===== config.mk =====
export PLATFORM = sky130hd
export DESIGN_NAME = turfio_shift_seq_arb
export DESIGN_NICKNAME = d
export VERILOG_FILES = /design/src/rtl/turfio_shift_seq_arb.sv
export SDC_FILE = /design/constraint.sdc
export NUM_CORES = 1
export LEC_CHECK = 0
export CAP_MARGIN = 25
export CORE_MARGIN = 4
export CORE_UTILIZATION = 33
export CTS_CLUSTER_DIAMETER = 60
export CTS_CLUSTER_SIZE = 25
export DETAILED_ROUTE_END_ITERATION = 8
export HOLD_SLACK_MARGIN = 0.02
export MAX_ROUTING_LAYER = met4
export PLACE_DENSITY = 0.87
export SYNTH_ARGS = -nofsm -noshare
export SYNTH_HDL_FRONTEND = slang
export SYNTH_SLANG_ARGS = --single-unit
export TNS_END_PERCENT = 10

===== constraint.sdc =====
create_clock -name wb_clk_i -period 1.6 [get_ports wb_clk_i]
set_input_delay 0.32 -clock wb_clk_i [delete_from_list [all_inputs] [get_ports wb_clk_i]]
set_output_delay 0.32 -clock wb_clk_i [all_outputs]
set_load 0.1 [all_outputs]

===== src/rtl/turfio_shift_seq_arb.sv =====
`default_nettype none
// +----------------------------------------------------------------------------+
// | Module      : turfio_shift_seq_arb                                         |
// | Description : Shares the shift-register WISHBONE target between the host   |
// |               bus and an init sequencer that streams ROM words into the    |
// |               LMK (data write / control write / busy poll per word).       |
// |               Optional poll timeout: TURFIO_SHIFT_SEQ_TIMEOUT_EN.          |
// | Revision    : 1.0 - initial release                                        |
// +----------------------------------------------------------------------------+
module turfio_shift_seq_arb #(
   parameter int unsigned NUM_WORDS = 32,
   parameter logic [11:0] ADR_CTRL  = 12'h000,
   parameter logic [11:0] ADR_DATA  = 12'h008,
   parameter logic [31:0] CTRL_WORD = 32'h0000_0120,
   parameter int unsigned BUSY_BIT  = 31,
   parameter int unsigned TIMEOUT   = 4095
) (
   input  logic        wb_clk_i,
   input  logic        wb_rst_i,
   input  logic        wb_cyc_i,
   input  logic        wb_stb_i,
   input  logic        wb_we_i,
   input  logic [11:0] wb_adr_i,
   input  logic [31:0] wb_dat_i,
   input  logic [3:0]  wb_sel_i,
   output logic [31:0] wb_dat_o,
   output logic        wb_ack_o,
   output logic        wbm_cyc_o,
   output logic        wbm_stb_o,
   output logic        wbm_we_o,
   output logic [11:0] wbm_adr_o,
   output logic [31:0] wbm_dat_o,
   output logic [3:0]  wbm_sel_o,
   input  logic [31:0] wbm_dat_i,
   input  logic        wbm_ack_i,
   input  logic        seq_start_i,
   output logic [7:0]  rom_addr_o,
   input  logic [31:0] rom_data_i,
   output logic        seq_busy_o,
   output logic        seq_done_o,
   output logic        seq_err_o
);

   typedef enum logic [2:0] {
      S_IDLE    = 3'd0,
      S_FETCH   = 3'd1,
      S_LATCH   = 3'd2,
      S_WR_DATA = 3'd3,
      S_WR_CTRL = 3'd4,
      S_POLL    = 3'd5,
      S_NEXT    = 3'd6,
      S_DONE    = 3'd7
   } state_t;

   localparam logic       OWN_HOST = 1'b0;
   localparam logic       OWN_SEQ  = 1'b1;
   localparam logic [7:0] LAST_IDX = 8'(NUM_WORDS - 1);

   state_t      state_q, state_d;
   logic [7:0]  idx_q, idx_d;
   logic [31:0] word_q, word_d;
   logic        owner_q, owner_d;   // last/current bus owner
   logic        hold_q, hold_d;     // owner has a transaction in flight

   logic w_host_req, w_seq_req, w_host_act, w_seq_act, w_seq_ack, w_abort;

   assign w_host_req = wb_cyc_i & wb_stb_i;
   assign w_seq_req  = (state_q == S_WR_DATA) || (state_q == S_WR_CTRL) || (state_q == S_POLL);
   assign w_host_act = hold_q & (owner_q == OWN_HOST);
   assign w_seq_act  = hold_q & (owner_q == OWN_SEQ);
   assign w_seq_ack  = w_seq_act & wbm_ack_i;

   assign wb_ack_o   = w_host_act & wbm_ack_i;
   assign wb_dat_o   = wb_ack_o ? wbm_dat_i : 32'h0;
   assign rom_addr_o = idx_q;
   assign seq_busy_o = (state_q != S_IDLE);
   assign seq_done_o = (state_q == S_DONE);

`ifdef TURFIO_SHIFT_SEQ_TIMEOUT_EN
   localparam int unsigned TMO_W = $clog2(TIMEOUT + 1);

   logic [TMO_W-1:0] tmo_q, tmo_d;
   logic             err_q, err_d;
   logic             w_tmo_hit;

   assign w_tmo_hit = (tmo_q >= TMO_W'(TIMEOUT));
   assign w_abort   = (state_q == S_POLL) & w_seq_ack & w_tmo_hit;
   assign seq_err_o = err_q;

   // Poll-cycle counter (saturating) and sticky abort flag
   always_comb begin
      tmo_d = tmo_q;
      err_d = err_q;
      if ((state_q == S_WR_CTRL) && w_seq_ack)
         tmo_d = '0;
      else if ((state_q == S_POLL) && !w_tmo_hit)
         tmo_d = tmo_q + TMO_W'(1);
      if ((state_q == S_IDLE) && seq_start_i)
         err_d = 1'b0;
      else if (w_abort)
         err_d = 1'b1;
   end

   // Timeout state registers
   always_ff @(posedge wb_clk_i) begin
      if (wb_rst_i) begin
         tmo_q <= '0;
         err_q <= 1'b0;
      end else begin
         tmo_q <= tmo_d;
         err_q <= err_d;
      end
   end
`else
   assign w_abort   = 1'b0;
   assign seq_err_o = 1'b0;
`endif

   // Master port mux: host passthrough or sequencer-generated cycle; idle between owners
   always_comb begin
      wbm_cyc_o = 1'b0;
      wbm_stb_o = 1'b0;
      wbm_we_o  = 1'b0;
      wbm_adr_o = 12'h0;
      wbm_dat_o = 32'h0;
      wbm_sel_o = 4'h0;
      if (w_host_act) begin
         wbm_cyc_o = wb_cyc_i;
         wbm_stb_o = wb_stb_i;
         wbm_we_o  = wb_we_i;
         wbm_adr_o = wb_adr_i;
         wbm_dat_o = wb_dat_i;
         wbm_sel_o = wb_sel_i;
      end else if (w_seq_act) begin
         wbm_cyc_o = 1'b1;
         wbm_stb_o = 1'b1;
         wbm_sel_o = 4'hF;
         wbm_adr_o = ADR_CTRL;
         if (state_q == S_WR_DATA) begin
            wbm_we_o  = 1'b1;
            wbm_adr_o = ADR_DATA;
            wbm_dat_o = word_q;
         end else if (state_q == S_WR_CTRL) begin
            wbm_we_o  = 1'b1;
            wbm_dat_o = CTRL_WORD;
         end
      end
   end

   // Arbiter: grant in an idle cycle (last owner loses ties), release on ack or host withdrawal
   always_comb begin
      owner_d = owner_q;
      hold_d  = hold_q;
      if (!hold_q) begin
         if (w_host_req && w_seq_req) begin
            owner_d = ~owner_q;
            hold_d  = 1'b1;
         end else if (w_host_req) begin
            owner_d = OWN_HOST;
            hold_d  = 1'b1;
         end else if (w_seq_req) begin
            owner_d = OWN_SEQ;
            hold_d  = 1'b1;
         end
      end else if (w_host_act) begin
         if (wbm_ack_i || !w_host_req)
            hold_d = 1'b0;
      end else if (wbm_ack_i) begin
         hold_d = 1'b0;
      end
   end

   // Sequencer next-state: fetch word, write data, launch shift, poll until idle
   always_comb begin
      state_d = state_q;
      idx_d   = idx_q;
      word_d  = word_q;
      case (state_q)
         S_IDLE: begin
            if (seq_start_i) begin
               state_d = S_FETCH;
               idx_d   = 8'h0;
            end
         end
         S_FETCH:   state_d = S_LATCH;
         S_LATCH: begin
            word_d  = rom_data_i;
            state_d = S_WR_DATA;
         end
         S_WR_DATA: if (w_seq_ack) state_d = S_WR_CTRL;
         S_WR_CTRL: if (w_seq_ack) state_d = S_POLL;
         S_POLL: begin
            if (w_abort)
               state_d = S_DONE;
            else if (w_seq_ack && !wbm_dat_i[BUSY_BIT])
               state_d = S_NEXT;
         end
         S_NEXT: begin
            if (idx_q == LAST_IDX) begin
               state_d = S_DONE;
            end else begin
               idx_d   = idx_q + 8'd1;
               state_d = S_FETCH;
            end
         end
         S_DONE:    state_d = S_IDLE;
         default:   state_d = S_IDLE;
      endcase
   end

   // State registers; reset drops any cycle in flight on the same edge
   always_ff @(posedge wb_clk_i) begin
      if (wb_rst_i) begin
         state_q <= S_IDLE;
         idx_q   <= 8'h0;
         word_q  <= 32'h0;
         owner_q <= OWN_HOST;
         hold_q  <= 1'b0;
      end else begin
         state_q <= state_d;
         idx_q   <= idx_d;
         word_q  <= word_d;
         owner_q <= owner_d;
         hold_q  <= hold_d;
      end
   end

endmodule
`default_nettype wire


**Yosys cells after proc, flatten, opt, wreduce, memory -nomap -nowiden**

Index checks and enable logic that the tools add are counted.

- $add $sub $neg: 1
- $mul: 0
- Divide/modulo/power cells: 0
- $lt $le $gt $ge: 0
- Equality and inequality tests: 13
- Shift-type cells: 0
- Multiplexer cells: 36
- Bitwise logic cells: 7
- Reduce and logical (&&, ||, !) cells: 14

Operators with widths:

| operator | number |
|---|---|
| 32-bit two-way mux | 4 |
| 3-bit case mux with 8 select lines | 1 |
| 1-bit two-way mux | 17 |
| 4-bit two-way mux | 4 |
| 8-bit two-way mux | 2 |
| 8-bit case mux with 2 select lines | 1 |
| 3-bit two-way mux | 5 |
| 3-bit equality test (second input constant) | 4 |
| 12-bit two-way mux | 1 |
| 9-bit two-way mux | 1 |
| 8-bit by 1-bit adder with 8-bit output (second input constant) | 1 |
| 8-bit by 5-bit equality test with 1-bit output (second input constant) | 1 |
| 2-bit inequality test (second input constant) | 4 |
| 3-bit by 2-bit equality test with 1-bit output (second input constant) | 2 |
| 3-bit nonzero test | 2 |
| 1-bit bitwise AND | 5 |
| 4-bit AND reduction | 1 |
| 3-bit by 1-bit equality test with 1-bit output (second input constant) | 1 |
| 3-bit logical NOT | 1 |
| 1-bit logical OR | 3 |
| 3-bit AND reduction | 1 |
| 1-bit logical AND | 2 |
| 1-bit logical NOT | 2 |
| 2-bit by 1-bit inequality test with 1-bit output (second input constant) | 1 |
| 3 further kinds | 4 |

- Bits in registers: 45
- Latch bits: 0
- RAM bits: 0
- Memory bits (read-only): 0
- Bits of input ports: 119
- Output and inout bits: 95
- Word-level logic and storage cells: 76
- Memories kept: 0

**Logic depth before layout (Yosys ltp)**

Gate-level depths: netlist of run 1.

- Depth after elaboration: 7
- Mapped depth: 7
- Mapped depth without buffers: 5

**Least setup slack after synthesis of run 1**

Ideal clock, no wire load.

- Kind: flip-flop to output port
- Start point: register owner_q
- End point: output port wbm_dat_o[5]
- Arrival: 2.300 ns
- Data required time: 1.280 ns
- Path slack: -1.020 ns
- Stages on the path, launching flop included: 5
- Path buffers: 2
- Cell sequence: dfxtp_1 buf_2 clkbuf_1 o21ai_0 a21oi_1

- Word-level cells in the longest chain between the ends: 3
- Elaborated cells between the ends (all ways): 5
- Classes of those cells: 2 x mux; 3 x bitwise

Ends and longest elaborated chain:

| element | RTL line | source |
|---|---|---|
| start: declaration | 62 | `logic owner_q, owner_d;` |
| start signal: assignment | 223 | `owner_q <= owner_d;` |
| 1-bit bitwise AND or 1-bit NOT (tied branches) | 70, 69 |  |
| 32-bit two-way mux or 1-bit bitwise AND (tied branches) | 134, 69 |  |
| 32-bit two-way mux * | 127 | `if (w_host_act) begin` |
| end: declaration | 32 | `output logic [31:0] wbm_dat_o,` |

Every way passes the cells marked *; elsewhere a longest branch is shown, timed or not.

**Worst setup path after layout of run 1**

- Start point: register state_q[0]
- End point: output port wbm_dat_o[19]

- Word-level cells in the longest chain between the ends: 4

Ends and longest elaborated chain:

| element | RTL line | source |
|---|---|---|
| start: declaration | 59 | `state_t state_q, state_d;` |
| start signal: assignment | 220 | `state_q <= state_d;` |
| 3-bit by 2-bit equality test with 1-bit output | 139 | `if (state_q == S_WR_DATA) begin` |
| 32-bit two-way mux | 139 |  |
| 32-bit two-way mux | 134 | `end else if (w_seq_act) begin` |
| 32-bit two-way mux | 127 |  |

No other way between the ends.

==> results.yml, run 1 <==
logic_synthesis:
  synthCells: 354
  synth_common_cells: "nand2_1 (73), a21oi_1 (47), dfxtp_1 (45), and3_1 (35), a22o_1 (30)"
  synth.most_common_cell: "nand2_1"
  synth.distinct_cells: 41
  ys.flop_type: "dfxtp_1"
  synth-seq-cells: 45
  netlist.area_leader.share_pct: 34.2
  syn-num-nets: 474
  yosysWarnings: 0
  synth_top_cell_by_area: "dfxtp_1"
  synth_area_leaders: "dfxtp_1 (34%), nand2_1 (10%), a22o_1 (10%)"
  avgSynthCellArea_um2: 7.45
  synthArstFlopShare_pct: 0
  synth_edf_count: 0
  synth_seq_area_share_pct: 34.2
  syn_area_um2: 2640
cts:
  root_buffer: "clkbuf_8"
  cts_max_level: 2
  cts_tree: "yes"
  clock_sinks: 45
  clock_latency_ns: 0.32
  path_clk_slew_ns: 0.09
  cts_buffer_depth: 2
  cts_buffers: 5
  hold_buffers: 0
critical_path:
  path_common_cell: "buf_12"
  crit_required_ns: 1.28
  crit_chain: "nand2_2 > nor2_2 > and3_4 > buf_12 > a22o_4 > buf_12"
  rr_worst_depth: 7
  cpPeakStageDelay_ns: 0.35
  startpoint: "state_q[0]$_SDFFE_PP0P_"
  startpoint_type: "register"
  crit_cells: 6
  cp_max_fo: 9
  rr_startpoint: "state_q[0]$_SDFFE_PP0P_"
  cp-end-kind: "output port"
  crit_type: "reg2out"
  cp.arrival_ns: 1.60
  rrSetupSlack_ns: 0.01
  cp_num_buf_inv: 2
  cp_top_family: "simple AND/OR/NAND/NOR gates"
  cp_slowest_cell: "dfxtp_2"
routing:
  drc: 0
  drt_first_pass_iters: 5
  wl_met1_um: 5220
  wl_met3_um: 1040
  ant_nets: 0
  top_layer_used: "met4"
  viasPerCell: 5.68
  wire_per_inst_um: 23.0
  wl_met2_um: 8430
  routed_wl_um: 15400
  drtIter0Drc: 218
  vias: 3813
timing:
  max_freq_ghz: 0.520
  fin_crit_sh_pct: 120
  max-slew-margin-rel_pct: 66.5
  tightest_slew_ns: 0.498
  timing.hold.ws_ns: 0.474
  slew_violations: 0
  rsz0062_at_grt: "true"
  fin_ws_ns: -0.324
  post-route-min-period_ns: 1.92
  hold_violations: 0
  fin_skew_ns: 0.0170
  setup_viol: 81
  finalSetupTns_ns: -20.10
outcome:
  status: "finished, violations left"
  violations: "setup timing"
die:
  die_height_um: 97.4
  die_x_um: 97.4
  ios: 214
  start_util_pct: 34.0
  die_area_um2: 9490
  fp.coreArea_um2: 7770
  rows: 32
final_layout:
  final_util_pct: 84.6
  fill_cells: 377
  finalNetCount: 688
  drive_above_1_share_pct: 42.2
  antennaDiodeCount: 0
  areaGrowthSynthToFinish_pct: 149
hold_path:
  whs_path_depth: 2
  hp-start: "word_q[27]$_SDFFE_PP0P_"
  hp-class: "reg2reg"
power_and_ir_drop:
  vdd_drop_max_mv: 0.501
  p_leak_nw: 2.62
  p_per_area_nw_per_um2: 678
grt:
  track_usage_pct: 32.1
  antenna_found_initial: 0
  first_global_vias: 3966
  grt_max_degree: 38
  grt-ovfl-total: 0
  grt_pass1_wl_um: 23300
place:
  place_congestion: 0.926
  placement.io_buffers: 212
  hpwlAfterDp_um: 10900
run:
  maxCapViolCount: 0
-- registers in the layout (all words and copies together), names as in the netlist --
signal and cells:
rom_addr_o 8, owner_q 1, state_q 3, hold_q 1, word_q 32
-- repair_timing --
item	CTS	global route
gates resized for setup	27	4
endpoints found under the setup margin	86	94
pin swaps	25	7
setup buffers	5	1
cloned	3	0
-- worst min-delay path, delay by kind of cell (launching register included) --
family / cells / cell delay, ns
DFF: 1 / 0.33
and+or+nand+nor: 1 / 0.05
AOI/OAI and AO/OA: 1 / 0.05
-- worst paths after layout --
check | to
min reg2reg | word_q[27]$_SDFFE_PP0P_
max reg2reg | owner_q$_SDFFE_PP0P_
min | word_q[27]$_SDFFE_PP0P_
max | wbm_dat_o[19]
-- cells in the final DEF (no fill, tap or decap), types with 2 or more instances in the layout --
| master | n |
|---|---|
| clkdlybuf4s50_1 | 118 |
| buf_12 | 100 |
| nand2_1 | 72 |
| a21oi_1 | 43 |
| dfxtp_1 | 36 |
| a22o_4 | 30 |
| buf_4 | 20 |
| and3_4 | 18 |
| and3_2 | 15 |
| and2_4 | 13 |
| o21ai_0 | 10 |
| dfxtp_2 | 9 |
| nor2_4 | 8 |
| nor2_1 | 8 |
| nand3_1 | 6 |
| a31oi_1 | 6 |
| clkbuf_8 | 5 |
| a21oi_4 | 3 |
| inv_1 | 3 |
| nor2_2 | 2 |
| and3_1 | 2 |
| nor3_1 | 2 |
| and2_1 | 2 |
| nand2b_1 | 2 |
| a21o_1 | 2 |
| buf_8 | 2 |
-- per-layer routing --
metal,vias to the layer above,GRT usage [%]
met5,-,-
met4,0,14.1
met3,60,5.60
met2,235,60.1
met1,1839,32.3
li1,1679,-
-- cells by family (layout without fill, tap and decap cells) --
family	after synthesis	after routing	synth area share, %
compound gates	106	106	26.3
fa+ha+maj	1	1	0.474
buf+inv	39	254	8.73
flops	45	45	34.2
other cells	1	1	0.142
simple gates	162	162	30.2
-- per-stage QoR --
stage	std cells	setup slack [ns]	instance area, um^2	power, mW
2_1_floorplan	354	-0.248	3090	2.63
3_3_place_gp	656	-0.153	6290	3.55
3_5_place_dp	656	-0.205	6290	3.61
4_1_cts	672	-0.346	6600	4.42
5_1_grt	671	-0.356	6570	4.58
6_report	671	-0.324	6570	4.46
-- area by class of cell --
type	instances	area, um^2	share of cell area (%)
flip-flops and latches	45	912	13.9
repair buffers	242	3400	51.8
clock buffers	5	68.8	1.05
multi-input cells	270	2030	30.8
well taps	102	128	1.94
inverters	4	15.0	0.228
clock inverters	3	21.3	0.324
-- power by group --
| group | internal (mW) | switching (mW) |
|---|---|---|
| clock | 0.311 | 0.451 |
| sequential | 1.18 | 0.0586 |
| combinational | 1.02 | 1.43 |
Note: power is estimated with default switching activity, not from simulation.
==> run 2: changes to the inputs <==
Settings changed: PLACE_DENSITY 0.87 to 0.91.
==> run 2 against run 1 <==
- the run still ends with setup timing left
- register-to-register slack better by 0.02 ns
- critical path depth stayed put
- first-iteration DRC count is 1.4% lower
- combinational power hardly changed
- maximum frequency is 1.9% lower
- global-route usage is 1.5 points lower
- sequential cell count stayed put
- sequential power hardly changed
- clock skew is 0.0019 ns lower
- via count is 1.4% higher
- hold slack better by 0.0012 ns
- clock-buffer cell count stayed put
==> results.yml, run 2 (synthesis results as in run 1) <==
place:
  hpwlAfterDp_um: 11000
  pre_cts_slack_ns: -0.234
  place_congestion: 0.921
  placement.io_buffers: 212
  dp_cells: 657
final_layout:
  largest_register: "word_q"
  drive_above_1_share_pct: 43.8
  fin_cells: 671
  final_cell_mix: "clkdlybuf4s50_1 (118), buf_12 (99), nand2_1 (71)"
  largest_reg_flops: 32
  antennaDiodeCount: 0
  areaGrowthSynthToFinish_pct: 152
  finalNetCount: 688
  layout_commonest_cell: "clkdlybuf4s50_1"
cts:
  cts_tree: "yes"
  clock_sinks: 45
  cts_buffers: 5
  cts_max_level: 2
  hold_buffers: 0
  root_buffer: "clkbuf_8"
  cts_buffer_depth: 2
  clock_latency_ns: 0.32
  path_clk_slew_ns: 0.10
power_and_ir_drop:
  p_sw_mw: 1.96
  p_int_mw: 2.52
  pwr-share-comb_pct: 55.0
  seqPwrFrac_pct: 27.7
  switching_share_pct: 43.8
  p_leak_nw: 2.63
  vdd_drop_max_mv: 0.598
  p_per_area_nw_per_um2: 674
  p_clk_share_pct: 17.3
critical_path:
  cp.arrival_ns: 1.64
  startpoint: "state_q[1]$_SDFFE_PP0P_"
  crit_required_ns: 1.28
  cp_slowest_cell: "dfxtp_2"
  cp_top_family: "simple AND/OR/NAND/NOR gates"
  rr_worst_depth: 5
  crit_type: "reg2out"
  cp-end-kind: "output port"
  rr_startpoint: "state_q[0]$_SDFFE_PP0P_"
  cpPeakStageDelay_ns: 0.36
  cp_num_buf_inv: 2
  crit_chain: "nand2_4 > nor2_4 > and3_4 > clkbuf_16 > a22o_4 > buf_12"
  cp_max_fo: 6
  crit_cells: 6
  startpoint_type: "register"
timing:
  timing.hold.ws_ns: 0.475
  max_freq_ghz: 0.510
  tightest_slew_ns: 0.543
  finalSetupTns_ns: -23.74
  max-slew-margin-rel_pct: 63.4
  slew_violations: 0
  fin_crit_sh_pct: 123
  post-route-min-period_ns: 1.96
  fin_ws_ns: -0.361
  rsz0062_at_grt: "true"
  setup_viol: 86
  fin_skew_ns: 0.0150
  hold_violations: 0
grt:
  grt_pass1_wl_um: 22200
  grt_max_degree: 38
  first_global_vias: 3892
  track_usage_pct: 30.6
  grt-ovfl-total: 0
  antenna_found_initial: 0
die:
  ios: 214
  die_height_um: 97.4
  rows: 32
  die_x_um: 97.4
  fp.coreArea_um2: 7770
  die_area_um2: 9490
  start_util_pct: 34.0
hold_path:
  whs_path_depth: 2
  hp-start: "word_q[25]$_SDFFE_PP0P_"
  hp-class: "reg2reg"
run:
  maxCapViolCount: 0
routing:
  drt_first_pass_iters: 5
  viasPerCell: 5.76
  wire_per_inst_um: 23.9
  vias: 3866
  drc: 0
  drtIter0Drc: 215
  ant_nets: 0
  routed_wl_um: 16000
outcome:
  violations: "setup timing"
  status: "finished, violations left"
-- run 2: metal layers --
layer,global-route usage [%],share of wire [%],wire length [um],vias up
met5,-,0,0,-
met4,16.1,4.9,778,0
met3,6.96,8.1,1300,72
met2,55.6,53,8570,280
met1,30.1,34,5370,1834
li1,-,-,-,1680
-- run 2: area by class of cell --
type | instances | area [um^2]
Tap cell | 102 | 128
Sequential cell | 45 | 915
Fill cell | 338 | 1110
Clock buffer | 5 | 68.8
Timing Repair Buffer | 242 | 3420
Multi-Input combinational cell | 270 | 2080
Clock inverter | 3 | 25.0
Inverter | 4 | 15.0
-- run 2: tightest hold or removal path, stage by stage, from the launching register on --
cell	delay [ns]
dfxtp_1	0.33
nand2_1	0.05
a21oi_1	0.05
-- run 2: power by group through the flow --
stage               sequential [mW]  combinational (mW)  clock [mW]
floorplan                      1.28                1.35           0
global placement               1.25                2.29           0
detailed placement             1.26                2.36           0
CTS                            1.24                2.39       0.785
global route                   1.25                2.53       0.823
finish                         1.24                2.47       0.777
-- run 2: metrics by stage --
| stage | total power [mW] | instance area (um^2) | utilization, % |
|---|---|---|---|
| after floorplan | 2.63 | 3090 | - |
| after global placement | 3.55 | 6280 | 80.9 |
| after detailed placement | 3.62 | 6280 | 80.9 |
| after CTS | 4.42 | 6490 | 83.6 |
| after global routing | 4.60 | 6650 | 85.6 |
| final | 4.49 | 6650 | 85.6 |
-- run 2: worst paths after layout --
path,end,slack [ns]
setup / recovery,wbm_dat_o[12],-0.36
hold / removal,word_q[25]$_SDFFE_PP0P_,0.48
setup reg to reg,word_q[11]$_SDFFE_PP0P_,0.03
hold reg to reg,word_q[25]$_SDFFE_PP0P_,0.48
-- run 2: repair_timing --
item | CTS | global route
gates cloned | 1 | 2
buffers inserted | 1 | 2
resized for setup | 23 | 25
pin swaps | 2 | 18
setup endpoints to repair | 86 | 125
==> run 3: changes to the inputs <==
Settings changed: CTS_CLUSTER_DIAMETER 60 to 200.
==> results of run 3 <==
The final DEF is identical to that of run 2; final timing and power are the same.
==> edit 1, RTL diff (flow settings as in run 2) <==
Compare `idx_q` against `LAST_IDX` with >= in place of ==.
--- a/src/rtl/turfio_shift_seq_arb.sv
+++ b/src/rtl/turfio_shift_seq_arb.sv
@@ -196,7 +196,7 @@
                state_d = S_NEXT;
          end
          S_NEXT: begin
-            if (idx_q == LAST_IDX) begin
+            if (idx_q >= LAST_IDX) begin
                state_d = S_DONE;
             end else begin
                idx_d   = idx_q + 8'd1;
Check against the original RTL: same outputs for any inputs over 10 cycles, from zero or initial values and one cycle with wb_rst_i high; that may be too few to reach the edited logic, so the function may still have changed.
==> edit 1 against run 2 <==
The flow still finishes with violations (setup timing). Wire length shrank 7.7%. Non-clock buffer count rose by 9. Synthesized area fell by 1.0%. Total power grew 3.4%. Setup slack gained 0.014 ns. Sequential cell count unchanged. Critical path depth unchanged. Cell area up 0.96%. Critical path type unchanged. Highest routed layer unchanged.
==> edit 1: results (changes against run 2) <==
metric,value,unit,change
place_hpwl,10600,µm,-3.5%
reg2reg_from,state_q[1],,
irDropWorstVdd,0.000492,V,-18%
fin_nets,686,,-0.29%
worst_r2r_endpoint,rom_addr_o[1],,
post-place-ws,-0.184,ns,+0.0507 ns
violations,setup timing,,
dr.first_iter.drc_count,218,,+1.4%
grt_pass1_wl,21800,µm,-1.7%
setup_slack,-0.347,ns,+0.0140 ns
yosysSeqAreaShare,34.5,%,+0.34 points
wl_per_cell,22.0,µm,-7.7%
reg2reg_depth,6,,+1
clk_latency,0.29,ns,-0.03 ns
synth_fp_nets,461,,-2.7%
dr.pass1.iters,5,,unchanged
gp_congestion,0.863,,-6.3%
drive_gt1_share,44.4,%,+0.68 points
intPower,2730,µW,+8.2%
yosysUniqueCellTypes,45,,+9.8%
setup-violations-final,89,,+3.5%
reg2reg_slack,-0.03,ns,-0.06 ns
outcome,"complete, but fails checks",,
synth_area_per_cell,7.66,µm²,+2.8%
clock_skew,0.00331,ns,-0.0117 ns
first_global_vias,4069,,+4.5%
leakagePower,0.00281,µW,+6.7%
grt_antenna_before_repair,2,,+2
synthTopCellsByArea,"dfxtp_1, nand2_1, a22o_1",,
cp-endpoint,wbm_dat_o[11],,
vias,3760,,-2.7%
grt_usage,29.5,%,-1.0 points
edit 1: layout make-up:
type	count	area share, %
antenna	2	0.0745
clock buffer	6	1.23
clock inverter	2	0.540
inverter	2	0.112
multi-input combinational	261	30.3
sequential	45	13.8
tap	102	1.90
timing repair buffer	251	52.0
edit 1: cells by family (layout without fill, tap and decap cells):
logic type | Yosys count | count (layout) | synth area share, %
flops | 45 | 45 | 34.5
simple gates | 156 | 156 | 31.1
fa+ha+maj | 1 | 1 | 0.479
buf+inv | 35 | 261 | 6.76
compound gates | 102 | 102 | 26.6
other cells | 1 | 3 | 0.144
mux | 1 | 1 | 0.383
edit 1: worst min path at each step:
stage,startpoint,endpoint,slack [ns],cells after the start
2_1_floorplan,word_q[31],word_q[31],0.44,2
3_3_place_gp,word_q[8],word_q[8],0.45,2
3_5_place_dp,word_q[5],word_q[5],0.45,2
4_1_cts,word_q[5],word_q[5],0.47,2
5_1_grt,word_q[5],word_q[5],0.49,2
6_report,word_q[8],word_q[8],0.48,2
edit 1: metrics by stage:
step                      total power, µW  setup TNS [ns]  instance area (µm²)
final                                4640          -21.29                 6720
after floorplan                      2580           -8.36                 3020
after CTS                            4600          -18.42                 6620
after detailed placement             3660           -6.36                 6370
after global routing                 4780          -25.15                 6720
after global placement               3590           -3.67                 6370
edit 1: repair_timing:
| action | CTS | global route |
|---|---|---|
| setup endpoints to repair | 87 | 90 |
| buffers inserted | 1 | 1 |
| cloned | 1 | 1 |
| resized for setup | 28 | 13 |
| pin swaps | 15 | 28 |
edit 1: critical path, stage by stage (launching register included):
cell and delay, ns:
dfxtp_2 0.38, nand2_4 0.07, nor2_4 0.10, and3_4 0.28, buf_16 0.17, a22o_4 0.16, buf_12 0.17
edit 1: power by group through the flow:
stage,logic [µW],registers [µW],clock network (µW)
3_3_place_gp,2350,1240,0
4_1_cts,2450,1230,922
3_5_place_dp,2410,1250,0
5_1_grt,2570,1240,976
2_1_floorplan,1350,1240,0
6_report,2490,1230,917
edit 1: per-layer routing:
layer	wire [µm]	global-route usage [%]	part of all wire, %	vias to the layer above
li1	-	-	-	1664
met1	5110	30.2	35	1769
met2	7660	52.2	52	262
met3	1150	8.07	7.8	65
met4	863	13.9	5.8	0
met5	0	-	0	-
==> edit 2, RTL diff (flow settings as in run 2) <==
Made on the original files. Build with the macro `TURFIO_SHIFT_SEQ_TIMEOUT_EN` defined.
--- a/src/rtl/turfio_shift_seq_arb.sv
+++ b/src/rtl/turfio_shift_seq_arb.sv
@@ -7,6 +7,8 @@
 // |               Optional poll timeout: TURFIO_SHIFT_SEQ_TIMEOUT_EN.          |
 // | Revision    : 1.0 - initial release                                        |
 // +----------------------------------------------------------------------------+
+`define TURFIO_SHIFT_SEQ_TIMEOUT_EN
+
 module turfio_shift_seq_arb #(
    parameter int unsigned NUM_WORDS = 32,
    parameter logic [11:0] ADR_CTRL  = 12'h000,
Function: same outputs for any inputs over 10 cycles, from zero or initial values and one cycle with wb_rst_i high; that may be too few to reach the edited logic, so the function may still have changed.
==> edit 2 against run 2 <==
The run still ends with setup timing left. Wire length up 6.2%. Cell area grew 20%. Sequential cell count up 13. First-iteration DRC count rose by 43%. Register-to-register slack worse by 0.22 ns. Setup slack worse by 0.052 ns. Synthesized area grew 25%. Critical path type unchanged. Highest routed layer unchanged.
Power is not compared: it rests on default switching activity, and its combinational part moved more than twofold at a synthesized area within 25%.
==> edit 2: results (changes against run 2) <==
metric,value,unit,change
synthCells,424,,+20%
numCtsBuffers,9,,+4
setup_slack,-0.413,ns,-0.0518 ns
clk_pin_slew_worst_paths,0.07,ns,-0.03 ns
worst_pin_slew,0.479,ns,-0.0640 ns
grt_usage,28.2,%,-2.4 points
fin_nets,798,,+16%
dpl_cell_area,7360,µm²,+17%
crit_fanout,8,,+2
use_met3,4.92,%,-2.0 points
area_growth,144,%,
htree_levels,3,,+1
synthTopCellsByArea,"dfxtp_1, nand2_1, a21oi_1",,
yosysUniqueCellTypes,52,,+27%
fillers,531,,+57%
ctsResizeCount,33,,+43%
drive_gt1_share,47.9,%,+4.2 points
yosysSeqAreaShare,35.3,%,+1.2 points
grt_max_degree,33,,-13%
post-cts-setup-buffers,5,,+4
wl_met2,8820,µm,+3.0%
place_hpwl,12200,µm,+11%
post-place-ws,-0.334,ns,-0.0994 ns
setup-violations-final,109,,+27%
clk_latency,0.34,ns,+0.02 ns
dr.first_iter.drc_count,308,,+43%
violations,setup timing,,
outcome,"complete, but fails checks",,
gp_congestion,0.923,,+0.30%
grt_pass1_wl,24700,µm,+11%
use_met2,50.4,%,-5.2 points
first_global_vias,4643,,+19%
edit 2: changes by cell type after synthesis, sizes merged, moves of 8 or more:
cell    delta
clkbuf    +11
nor2       -8
buf       -11
nand2      +8
dfxtp     +13
edit 2: power by group:
| part | internal [µW] | total [µW] | switching, µW |
|---|---|---|---|
| logic | 2650 | 6540 | 3890 |
| clock network | 1120 | 1720 | 601 |
| registers | 1650 | 1840 | 184 |
| total | 5420 | 10100 | 4680 |
edit 2: final cells by class:
cell class | count | area share [%]
Sequential cell | 58 | 14.8
Inverter | 9 | 0.422
Multi-Input combinational cell | 322 | 32.8
Timing Repair Buffer | 277 | 46.8
Clock inverter | 4 | 1.20
Clock buffer | 12 | 1.94
Tap cell | 133 | 2.08
edit 2: path summary, 6_finish.rpt:
check,depth (start not counted),end,start
worst max-delay path,7,wbm_dat_o[24],state_q[0]
worst min register to register,2,word_q[31],word_q[31]
worst min-delay path,2,word_q[31],word_q[31]
worst max register to register,7,rom_addr_o[7],state_q[0]
edit 2: cells by family (layout without fill, tap and decap cells):
logic type      count (synthesis)  after routing  synth area share [%]
buf+inv                        44            302                  5.67
xor+xnor                        2              2                 0.533
simple gates                  186            186                  29.2
compound gates                127            127                  27.0
fa+ha+maj                       2              2                 0.761
flops                          58             58                  35.3
mux                             5              5                  1.52
edit 2: critical path, cell delays in order, from the launching register on:
cell	delay (ns)
dfxtp_2	0.35
nand2_2	0.08
nor2_4	0.10
and3_4	0.26
buf_12	0.13
buf_16	0.14
a22o_4	0.13
buf_12	0.16
edit 2: metrics by stage:
step                hold slack [ns]  TNS [ns]  total power (µW)
floorplan                     0.437     -5.75              5650
global placement              0.455     -8.22              7920
detailed placement            0.465    -10.66              8110
CTS                           0.473    -23.39              9950
global route                  0.496    -30.40             10400
finish                        0.470    -24.99             10100
